File: config.mk
export PLATFORM = sky130hd
export DESIGN_NAME = hack_alu
export DESIGN_NICKNAME = d
export VERILOG_FILES = /design/src/rtl/hack_alu_pkg.sv /design/src/rtl/hack_alu_core.sv /design/src/rtl/hack_alu.sv
export SDC_FILE = /design/constraint.sdc
export NUM_CORES = 1
export LEC_CHECK = 0
export CORE_MARGIN = 10
export CORE_UTILIZATION = 30
export DETAILED_ROUTE_END_ITERATION = 8
export GPL_TIMING_DRIVEN = 0
export HOLD_SLACK_MARGIN = 0.05
export SYNTH_ARGS = -nofsm -noshare
export SYNTH_HDL_FRONTEND = slang
export SYNTH_HIERARCHICAL = 1
export SYNTH_SLANG_ARGS = --single-unit
File: constraint.sdc
create_clock -name clk -period 6.35 [get_ports clk]
set_input_delay 1.27 -clock clk [delete_from_list [all_inputs] [get_ports clk]]
set_output_delay 1.27 -clock clk [all_outputs]
set_load 0.02 [all_outputs]
File: src/rtl/hack_alu_pkg.sv
// Shared width default, control-word encodings and control struct for the Hack ALU.
package hack_alu_pkg;

  localparam int unsigned DEFAULT_WIDTH = 16;
  localparam int unsigned CTRL_W        = 6;

  // Control word, MSB first: zx, nx, zy, ny, f, no
  typedef struct packed {
    logic zx;
    logic nx;
    logic zy;
    logic ny;
    logic f;
    logic no;
  } alu_ctrl_t;

  localparam logic [CTRL_W-1:0] OP_ZERO    = 6'b101010;
  localparam logic [CTRL_W-1:0] OP_ONE     = 6'b111111;
  localparam logic [CTRL_W-1:0] OP_NEG1    = 6'b111010;
  localparam logic [CTRL_W-1:0] OP_X       = 6'b001100;
  localparam logic [CTRL_W-1:0] OP_Y       = 6'b110000;
  localparam logic [CTRL_W-1:0] OP_NOTX    = 6'b001101;
  localparam logic [CTRL_W-1:0] OP_NEGX    = 6'b001111;
  localparam logic [CTRL_W-1:0] OP_XPLUSY  = 6'b000010;
  localparam logic [CTRL_W-1:0] OP_XMINUSY = 6'b010011;
  localparam logic [CTRL_W-1:0] OP_YMINUSX = 6'b000111;
  localparam logic [CTRL_W-1:0] OP_XANDY   = 6'b000000;
  localparam logic [CTRL_W-1:0] OP_XORY    = 6'b010101;

endpackage

File: src/rtl/hack_alu_core.sv
// Combinational Hack ALU datapath: operand zero/negate, add-or-and, result negate, flags.
module hack_alu_core
  import hack_alu_pkg::*;
#(
  parameter int unsigned WIDTH = DEFAULT_WIDTH
) (
  input  logic [WIDTH-1:0] x,
  input  logic [WIDTH-1:0] y,
  input  alu_ctrl_t        ctrl,
  output logic [WIDTH-1:0] o_c,
  output logic             zr_c,
  output logic             ng_c
);

  logic [WIDTH-1:0] x1, x2, y1, y2, r;

  // Zeroing happens before negation on both operands
  always_comb begin
    x1 = ctrl.zx ? '0 : x;
    x2 = ctrl.nx ? ~x1 : x1;
    y1 = ctrl.zy ? '0 : y;
    y2 = ctrl.ny ? ~y1 : y1;
    r  = ctrl.f ? WIDTH'(x2 + y2) : (x2 & y2);
    o_c  = ctrl.no ? ~r : r;
    zr_c = (o_c == '0);
    ng_c = o_c[WIDTH-1];
  end

endmodule

File: src/rtl/hack_alu.sv
// Hack ALU with one-cycle registered result, flags and valid qualifier.
module hack_alu
  import hack_alu_pkg::*;
#(
  parameter int unsigned WIDTH = DEFAULT_WIDTH
) (
  input  logic             clk,
  input  logic             rst,
  input  logic             in_valid,
  input  logic [WIDTH-1:0] x,
  input  logic [WIDTH-1:0] y,
  input  logic             zx,
  input  logic             nx,
  input  logic             zy,
  input  logic             ny,
  input  logic             f,
  input  logic             no,
  output logic [WIDTH-1:0] out,
  output logic             zr,
  output logic             ng,
  output logic             out_valid
);

  alu_ctrl_t        ctrl;
  logic [WIDTH-1:0] o_c;
  logic             zr_c;
  logic             ng_c;

  assign ctrl = '{zx: zx, nx: nx, zy: zy, ny: ny, f: f, no: no};

  hack_alu_core #(
    .WIDTH (WIDTH)
  ) u_core (
    .x    (x),
    .y    (y),
    .ctrl (ctrl),
    .o_c  (o_c),
    .zr_c (zr_c),
    .ng_c (ng_c)
  );

  // Reset values keep zr/ng consistent with out == 0; idle cycles hold the result
  always_ff @(posedge clk) begin
    if (rst) begin
      out       <= '0;
      zr        <= 1'b1;
      ng        <= 1'b0;
      out_valid <= 1'b0;
    end else begin
      out_valid <= in_valid;
      if (in_valid) begin
        out <= o_c;
        zr  <= zr_c;
        ng  <= ng_c;
      end
    end
  end

endmodule

== Yosys cells after proc, flatten, opt, wreduce, memory -nomap -nowiden ==
Index checks and enable logic that the tools add are counted.
Widths: inputs -> output; s select.
Storage, ports and cells
  bits in registers: 19
  latch bits: 0
  bits in writable memories: 0
  memory bits (read-only): 0
  word-level logic and storage cells: 16
  memories kept: 0
Operators by class
  $add $sub $neg: 1
  multiply operators: 0
  divide/modulo/power cells: 0
  order comparisons: 0
  equality and inequality tests: 0
  shifts and indexed selects: 0
  mux-type cells: 6
  bitwise gates (word level): 4
  reduce and logical (&&, ||, !) cells: 1
Operators with widths (count)
  $mux 16: 6
  $not 16->16: 3
  $add 16x16->16: 1
  $and 16x16->16: 1
  $logic_not 16->1: 1

== Depth between registers and ports, before layout ==
Gate-level depths: netlist of run 1.
  depth after elaboration: 8
  gate-level depth with buffers: 14
  mapped depth without buffers: 13

== Modules after synthesis ==
The synthesis of run 1 kept the hierarchy.
Modules (own cells, without submodules)
  hack_alu_core: times used 1, cells an instance 246, area an instance 1831.8 sq um, seq. area each 0.0 sq um
  hack_alu: times used 1, cells an instance 60, area an instance 680.7 sq um, seq. area each 380.4 sq um

== Least setup slack after synthesis of run 1 ==
OpenSTA, ideal clock, no wires.
  kind: in2reg
  from: input ny
  to: register zr
  setup time: 0.058 ns
  arrival: 4.527 ns
  data required time: 6.292 ns
  setup slack: 1.765 ns
  cell stages on the path: 13
  buffers on the path: 2
  path through: clkbuf_1 > buf_1 > xnor2_1 > fa_1 > a21o_1 > a211oi_2 > a311o_2 > mux2i_1 > a211oi_2 > xnor2_1 > or4_1 > nor4_2 > a211o_1
On the way
  longest elaborated chain between the ends: 6
  elaborated cells between the ends (all ways): 7
  those cells by class: add/sub: 1; mux: 3; bitwise: 2; reduce/logical: 1
RTL lines
  from (decl): line hack_alu.sv:15  | input logic ny,
  $mux 16 *: line hack_alu_core.sv:22  | y2 = ctrl.ny ? ~y1 : y1;
  $add 16x16->16 or $and 16x16->16 (tied branches): line hack_alu_core.sv:23  | r = ctrl.f ? WIDTH'(x2 + y2) : (x2 & y2);
  $mux 16 *: line hack_alu_core.sv:23
  $not 16->16: line hack_alu_core.sv:24  | o_c = ctrl.no ? ~r : r;
  $mux 16 *: line hack_alu_core.sv:24
  named net o_c[10]: line hack_alu.sv:25  | logic [WIDTH-1:0] o_c;
  $logic_not 16->1 *: line hack_alu_core.sv:25  | zr_c = (o_c == '0);
  named net zr_c: line hack_alu.sv:26  | logic zr_c;
  to (signal assigned): line hack_alu.sv:53  | zr <= zr_c;
  to (decl): line hack_alu.sv:19  | output logic zr,
The timed path passes the listed nets; every way through them passes the cells marked *.
A chain may end at the register's enable or synchronous reset.

== Worst setup path in the final report of run 1 ==
Same ends and word-level chain as after synthesis.

==> results of run 1 <==
==> per-stage QoR <==
step,cells,power [W]
finish,470,0.000629
CTS,470,0.000632
floorplan,306,0.000439
detailed placement,466,0.000550
global route,470,0.000678
global placement,466,0.000546
==> where the power goes <==
group / internal [W] / total, W / switching [W]
Combinational: 0.000195 / 0.000402 / 0.000206
Sequential: 0.000136 / 0.000144 / 0.00000868
Clock: 0.0000445 / 0.0000823 / 0.0000378
==> layer usage <==
layer | vias up | wire length [µm]
li1 | 1186 | -
met2 | 60 | 2630
met3 | 4 | 333
met4 | 0 | 57
met5 | - | 0
met1 | 940 | 3140
==> cells by family (layout without fill, tap and decap cells) <==
kind of cell             after synthesis  after routing  synth area share (%)
AND/OR/NAND/NOR                      108            108                  23.9
AO/OA/AOI/OAI                         56             56                  17.3
XOR/XNOR                              52             52                  18.1
multiplexers                          27             27                  11.0
buffers and inverters                 27             86                  5.78
flip-flops                            19             19                  15.1
adder cells (fa/ha/maj)               17             17                  8.76
==> worst register-to-register path: stages, from the launching register on <==
cell	delay [ns]
sky130_fd_sc_hd__dfxtp_1	0.31
sky130_fd_sc_hd__and2b_4	0.15
sky130_fd_sc_hd__a211o_1	0.21
==> path summary, 6_finish.rpt <==
kind | from | end | cells past startpoint
hold reg to reg | out[7] | out[7] | 2
setup reg to reg | zr | zr | 2
hold / removal | out[7] | out[7] | 2
setup / recovery | ny | zr | 13
==> cell type report <==
cell class	instances	area (µm²)
timing repair buffer	55	551
fill	853	4940
buffer	18	111
tap	105	131
clock buffer	4	45.0
multi-input combinational	260	1990
inverter	9	33.8
sequential	19	380
==> state kept, by name, indices dropped and copies added (netlist names) <==
register,count
ng,1
zr,1
out_valid,1
out,16
==> layout by cell type, fill, tap and decap left out, types with 6 or more instances in the layout <==
| cell type | Yosys | routed |
|---|---|---|
| sky130_fd_sc_hd__clkdlybuf4s50_1 | 0 | 55 |
| sky130_fd_sc_hd__xnor2_1 | 52 | 52 |
| sky130_fd_sc_hd__nand2b_1 | 36 | 36 |
| sky130_fd_sc_hd__nor2_1 | 26 | 26 |
| sky130_fd_sc_hd__mux2i_1 | 25 | 25 |
| sky130_fd_sc_hd__dfxtp_1 | 19 | 19 |
| sky130_fd_sc_hd__ha_1 | 16 | 16 |
| sky130_fd_sc_hd__nand2_1 | 10 | 10 |
| sky130_fd_sc_hd__a21oi_1 | 9 | 9 |
| sky130_fd_sc_hd__inv_1 | 8 | 8 |
| sky130_fd_sc_hd__clkbuf_1 | 6 | 7 |
| sky130_fd_sc_hd__o21ai_0 | 7 | 7 |
| sky130_fd_sc_hd__nand3_1 | 6 | 6 |
| sky130_fd_sc_hd__a21o_1 | 6 | 6 |
| sky130_fd_sc_hd__o211ai_1 | 6 | 6 |
==> cell usage after synthesis (7+ instances only) <==
cell and count:
sky130_fd_sc_hd__ha_1 16, sky130_fd_sc_hd__o21ai_0 7, sky130_fd_sc_hd__mux2i_1 25, sky130_fd_sc_hd__a21oi_1 9, sky130_fd_sc_hd__nand2b_1 36, sky130_fd_sc_hd__nor2_1 26
sky130_fd_sc_hd__inv_1 8, sky130_fd_sc_hd__nand2_1 10, sky130_fd_sc_hd__xnor2_1 52, sky130_fd_sc_hd__dfxtp_1 19
==> metrics.md, run 1 <==
| Metric | Value |
|---|---|
| Most crowded layer after global routing | met2 |
| Netlist Area Pre-Place | between 0.002 and 0.003 mm² |
| Initial antenna violation count | 0 |
| Fraction of synthesis flops using an asynchronous set or reset pin | 0% |
| Vias/cell | 4.66 |
| Final period utilization | between 70% and 80% |
| Netlist cell types | 52 |
| PortBufs | 55 |
| Area growth, synth to finish | 28.9% |
| Largest stage delay on the critical path | 0.62 ns |
| Post-detail-place hpwl | around 5300 µm |
| Clock sink total | 19 |
| Maximum count of clock buffers along a single path | 2 |
| Slowest-stage cell, CP | sky130_fd_sc_hd__buf_1 |
| Number of warnings issued by yosys | 6 |
| Worst Hold Slack | roughly 0.49 ns |
| Minimum period implied by the final worst setup slack | between 4 and 5 ns |
| Area of the die | between 0.01 and 0.015 mm² |
| Capturing element type of the critical path | register |
| Number of maximum-capacitance constraint violations | 0 |
| Hold Path Class | reg -> reg |
| Setup tns final | 0 ns |
| Maximum vdd drop | 0.0000703 V |
| Setup clock skew after layout | 0 ns |
| Remaining design rule violation count | 0 |
| Clock Latency Late Sink | approximately 0.25 ns |
| Worst Max-Slew Pin Slew | roughly 0.74 ns |
| First DRT Iteration DRCs | 136 |
| Top post-synthesis cells by area | sky130_fd_sc_hd__xnor2_1, sky130_fd_sc_hd__dfxtp_1, sky130_fd_sc_hd__mux2i_1 |
| Pre-CTS setup slack | roughly 1.2 ns |
| Number of setup buffers added after CTS | 0 |
| Global routing usage summed across all routing layers | a little under a tenth |
| Leading register cell type out of synthesis | sky130_fd_sc_hd__dfxtp_1 |
| Floorplan core area | between 0.008 and 0.009 mm² |
| TritonCTS clock tree | yes |
| Iteration count of the initial detailed-routing pass | 4 |
| Met1 layer usage reported by global route | between 10 and 15% |
| Run status | finished clean |
| Normalized max-slew margin | between 50 and 60% |
| Crit Path Max Fanout | 10 |
| Total non-filler cell area in the finished layout | around 0.0032 mm² |
| Aggregate routed wire length | between 6000 and 7000 µm |
| Routed wirelength normalized by instance count | between 10 and 15 µm |
| Utilization after layout | about 40% |
| Die height | between 100 and 150 µm |
| Synth Area per Inst | approximately 8.2 µm² |
| Worst endpoint required time | approximately 6.6 ns |
| Pin count of the biggest net entering global routing | 11 |
| Buffers & Inverters on Critical Path | 2 |
| Sequential area share after synthesis | roughly 15% |
| Critical path class | in -> reg |
| Top-area cell type share of the netlist area | 18.1% |
| Clock-pin slew on the worst setup and hold paths | around 0.07 ns |
| Global routing usage on met3 | around 2.1% |
| Final #Nets | around 420 |
| Cell at the root of the clock tree | sky130_fd_sc_hd__clkbuf_8 |
| Gate count of the mapped netlist | 306 |
| CP Cell Sequence | clkbuf_1 > buf_1 > xnor2_1 > fa_1 > a21o_1 > a211oi_2 > a311o_2 > mux2i_1 > a211oi_2 > xnor2_1 > or4_1 > nor4_2 > a211o_1 |
| Slew Viols, Final | 0 |
| Number of buffers created by CTS | 3 |
| Vias in the first global route | about 2200 |
| Worst reg2reg setup slack | 5.57 ns |
| RSZ-0062 raised after global routing | false |
| Cell row count | 33 |
| Hold-fix buffers, CTS | 0 |
| Hold violation count in the final report | 0 |
| Overflow left after global routing | 0 |
| Number of nets still failing antenna checks after routing | 0 |
| IO Count | 60 |
| Leakage power | approximately 1.2 nW |
| Area leader, netlist | sky130_fd_sc_hd__xnor2_1 |
| Setup ws final | between 1.5 and 2 ns |
| Die extent in x | around 110 µm |
| Starting utilization of the core area | 30.7% |
| Post-synthesis register bit count | 19 |
| Routing usage on met2 | 14.9% |
| DP Area | between 0.003 and 0.004 mm² |
| Kind of launch point of the worst setup path | input port |
| Syn Nets | roughly 360 |
| EDFF count, synth | 0 |
| Kind of cell with the highest combined delay on the critical path | buffers and inverters |
| Share of final-layout standard cells stronger than drive strength 1 | between 6 and 7% |
| Maximum level of the CTS H-tree | 1 |
| Worst path arrival time | roughly 5.0 ns |
| First-pass GRT wire length | around 10000 µm |
| Post_cts resized | 0 |
| Routed via count | around 2200 |
| Power per cell area | between 150 and 200 mW/mm² |
| Timing-limited maximum frequency | about 210 MHz |
| Final setup vio count | 0 |
| Routability congestion estimate | 0.835 |
| Antenna diode instance count | 0 |
Power figures use the tool's default switching activity.
==> inputs of run 2 (changes only) <==
==> constraint.sdc (replaced) <==
create_clock -name clk -period 4.45 [get_ports clk]
set_input_delay 0.89 -clock clk [delete_from_list [all_inputs] [get_ports clk]]
set_output_delay 0.89 -clock clk [all_outputs]
set_load 0.02 [all_outputs]
==> run 2 against run 1 <==
Effect of this change:
- flip-flop and latch count unchanged
- power rose by 46%
- register-to-register slack got worse by 1.9 ns
- sequential share of layout area shrank 0.28 points
- wire length rose by 1.4%
- first-iteration DRC count down 29%
- sequential power is 43% higher
- via count is essentially flat
- clock-buffer cell count did not move
- final area up 2.5%
- utilization grew 0.98 points
- critical endpoint unchanged
- die area stayed put
==> metrics.md, run 2 (same netlist as run 1, synthesis figures left out) <==
| Metric | Value |
|---|---|
| Run status | finished clean |
| Non-filler instance count after layout | 472 (+0.43%) |
| Kind of launch point of the worst setup path | input port |
| Largest reg by FF count | out |
| Share of final-layout standard cells stronger than drive strength 1 | 10.6% (+3.8 points) |
| Clock Latency Late Sink | 0.25 ns (about the same) |
| Power per cell area | 277 mW/mm² (+43%) |
| Routed via count | 2188 (-0.091%) |
| Worst-case reg-to-reg path depth | 2 (unchanged) |
| Crit Path Max Fanout | 10 (unchanged) |
| Worst reg2reg setup slack | 3.67 ns (-1.90 ns) |
| R2r endpoint | zr |
| Clock-pin slew on the worst setup and hold paths | 0.07 ns (about the same) |
| Remaining design rule violation count | 0 (unchanged) |
| Area of the die | 0.0124 mm² (unchanged) |
| Number of maximum-capacitance constraint violations | 0 (unchanged) |
| Area growth, synth to finish | 32.1% |
| Timing-limited maximum frequency | 243 MHz |
| Post-detail-place hpwl | 5340 µm (unchanged) |
| Sequential power share | 22.4% (-0.6 points) |
| Global routing usage summed across all routing layers | 9.55% (unchanged) |
| Total power of the final layout | 0.000920 W (+46%) |
| FILL cells | 836 (-2.0%) |
| Aggregate routed wire length | 6250 µm (+1.4%) |
| TritonCTS clock tree | yes |
| Final setup vio count | 0 (unchanged) |
| Reg2reg start | zr |
| First DRT Iteration DRCs | 96 (-29%) |
| Setup tns final | 0 ns (unchanged) |
| Routability congestion estimate | 0.835 (unchanged) |
| Utilization after layout | 40.6% (+0.98 points) |
| Maximum vdd drop | 0.000100 V (+43%) |
| Vias in the first global route | 2219 (unchanged) |
| Worst Max-Slew Pin Slew | 0.688 ns (-0.0510 ns) |
| Clock network fraction of design power | 12.8% (-0.3 points) |
| Antenna diode instance count | 0 (unchanged) |
| Number of nets still failing antenna checks after routing | 0 (unchanged) |
| Crit path to | zr |
| Fraction of power consumed by combinational cells | 64.8% (+0.9 points) |
| Final #Nets | 426 (+0.47%) |
| Hold Path Class | reg -> reg |
| Pin count of the biggest net entering global routing | 11 (unchanged) |
| Final period utilization | between 90 and 100% |
| Die height | 112 µm (unchanged) |
| RSZ-0062 raised after global routing | false |
| Initial antenna violation count | 0 (unchanged) |
| Critical path class | in -> reg |
| Max reg flops | 16 (unchanged) |
| Starting utilization of the core area | 30.7% (unchanged) |
| IO Count | 60 (unchanged) |
| Minimum period implied by the final worst setup slack | between 4 and 5 ns |
| Hold violation count in the final report | 0 (unchanged) |
| Overflow left after global routing | 0 (unchanged) |
| Cell at the root of the clock tree | sky130_fd_sc_hd__clkbuf_8 |
| Slew Viols, Final | 0 (unchanged) |
| Floorplan core area | 0.00818 mm² (unchanged) |
| DP Area | 0.00319 mm² (unchanged) |
| Switching power as a share of total power | 40.3% (+0.11 points) |
| Leakage power | 1.30 nW (+4.4%) |
| Switching power | 0.000371 W (+47%) |
| Highest-count cells in the layout ignoring fill and taps | sky130_fd_sc_hd__clkdlybuf4s50_1, sky130_fd_sc_hd__xnor2_1, sky130_fd_sc_hd__nand2b_1 |
| Commonest non-fill, non-tap cell in the layout | sky130_fd_sc_hd__clkdlybuf4s50_1 |
| First-pass GRT wire length | 10500 µm (unchanged) |
| Maximum level of the CTS H-tree | 1 (unchanged) |
| Maximum count of clock buffers along a single path | 2 (unchanged) |
| Number of buffers created by CTS | 3 (unchanged) |
| Clock sink total | 19 (unchanged) |
| PortBufs | 55 (unchanged) |
| Routed wirelength normalized by instance count | 13.2 µm (+0.93%) |
| Startpoint of the worst setup timing path | nx |
| Setup clock skew after layout | 0 ns (unchanged) |
| Vias/cell | 4.64 (-0.51%) |
| Power Internal | 0.000549 W (+46%) |
| Normalized max-slew margin | 54.2% (+3.4 points) |
| Worst endpoint required time | 4.60 ns (-1.95 ns) |
| Die extent in x | 112 µm (unchanged) |
| Total non-filler cell area in the finished layout | 0.00332 mm² (+2.5%) |
| Count of placed standard cells including taps | 466 (unchanged) |
| Worst path arrival time | 4.26 ns (-0.71 ns) |
| Capturing element type of the critical path | register |
| Hold-fix buffers, CTS | 0 (unchanged) |
| Iteration count of the initial detailed-routing pass | 4 (unchanged) |
| Cell row count | 33 (unchanged) |
[run 2: changes by cell type in the layout (fill, tap and decap cells not counted), moves of 2 or more]
cell,previous run,this run
sky130_fd_sc_hd__ha_1,16,14
sky130_fd_sc_hd__ha_2,0,2
sky130_fd_sc_hd__buf_4,2,5
sky130_fd_sc_hd__clkbuf_1,7,4
sky130_fd_sc_hd__clkdlybuf4s50_1,55,53
sky130_fd_sc_hd__xnor2_1,52,50
sky130_fd_sc_hd__xnor2_2,0,2
sky130_fd_sc_hd__dlymetal6s2s_1,0,2
[run 2: cell type report]
type | instances | area [µm²] | share of cell area [%]
flip-flops and latches | 19 | 380 | 11.5
plain buffers | 18 | 121 | 3.66
repair buffers | 57 | 571 | 17.2
multi-input cells | 260 | 2040 | 61.4
well taps | 105 | 131 | 3.96
clock buffers | 4 | 45.0 | 1.36
inverters | 9 | 33.8 | 1.02
[run 2: per-stage QoR]
stage               worst slack, ns  hold WS, ns
detailed placement           -0.280        0.483
global route                 0.0797        0.526
floorplan                     0.245        0.583
finish                        0.331        0.495
global placement             -0.223        0.472
CTS                          0.0179        0.499
[run 2: power by group through the flow]
stage / registers (W) / clock network (W) / logic [W]
after detailed placement: 0.000210 / 0 / 0.000574
final: 0.000206 / 0.000118 / 0.000596
after floorplan: 0.000237 / 0 / 0.000389
after CTS: 0.000207 / 0.000119 / 0.000577
after global placement: 0.000210 / 0 / 0.000568
after global routing: 0.000209 / 0.000124 / 0.000659
[run 2: timing repair]
action | CTS | global route
resized for setup | 1 | 23
setup buffers | 0 | 2
gates cloned | 0 | 0
endpoints found under the setup margin | 1 | 3
pin swaps | 0 | 5
[run 2: worst max-delay path, cell delays in order]
cell and delay [ns]:
sky130_fd_sc_hd__clkbuf_1 0.33, sky130_fd_sc_hd__clkbuf_2 0.39, sky130_fd_sc_hd__xnor2_1 0.13, sky130_fd_sc_hd__ha_2 0.41, sky130_fd_sc_hd__and3_4 0.23, sky130_fd_sc_hd__a211oi_2 0.07, sky130_fd_sc_hd__a311o_2 0.43, sky130_fd_sc_hd__buf_4 0.16
sky130_fd_sc_hd__a2111oi_2 0.32, sky130_fd_sc_hd__a211oi_2 0.11, sky130_fd_sc_hd__and4_1 0.19, sky130_fd_sc_hd__mux2i_1 0.25, sky130_fd_sc_hd__nor4_4 0.05, sky130_fd_sc_hd__a211o_1 0.29
[run 2: worst min path at each step]
stage               startpoint  endpoint  slack [ns]  cells after the start
global placement        out[3]    out[3]        0.47                      2
CTS                     out[7]    out[7]        0.50                      2
floorplan                   ng        ng        0.58                      2
detailed placement      out[7]    out[7]        0.48                      2
finish                  out[7]    out[7]        0.49                      2
global route            out[2]    out[2]        0.53                      2
[run 2: routing by layer]
metal / wire length [µm] / vias up / GRT usage, %
met5: 0 / - / 0
met4: 57 / 0 / 2.40
met3: 321 / 4 / 2.15
met2: 2650 / 50 / 14.9
met1: 3210 / 940 / 12.9
li1: - / 1194 / -
==> inputs of run 3 (changes only) <==
--- a/config.mk
+++ b/config.mk
@@ -7,6 +7,7 @@
 export LEC_CHECK = 0
 export CORE_MARGIN = 10
 export CORE_UTILIZATION = 30
+export CTS_CLUSTER_SIZE = 16
 export DETAILED_ROUTE_END_ITERATION = 8
 export GPL_TIMING_DRIVEN = 0
 export HOLD_SLACK_MARGIN = 0.05
==> results of run 3 <==
No change in the layout: final DEF, timing and power equal those of run 2.
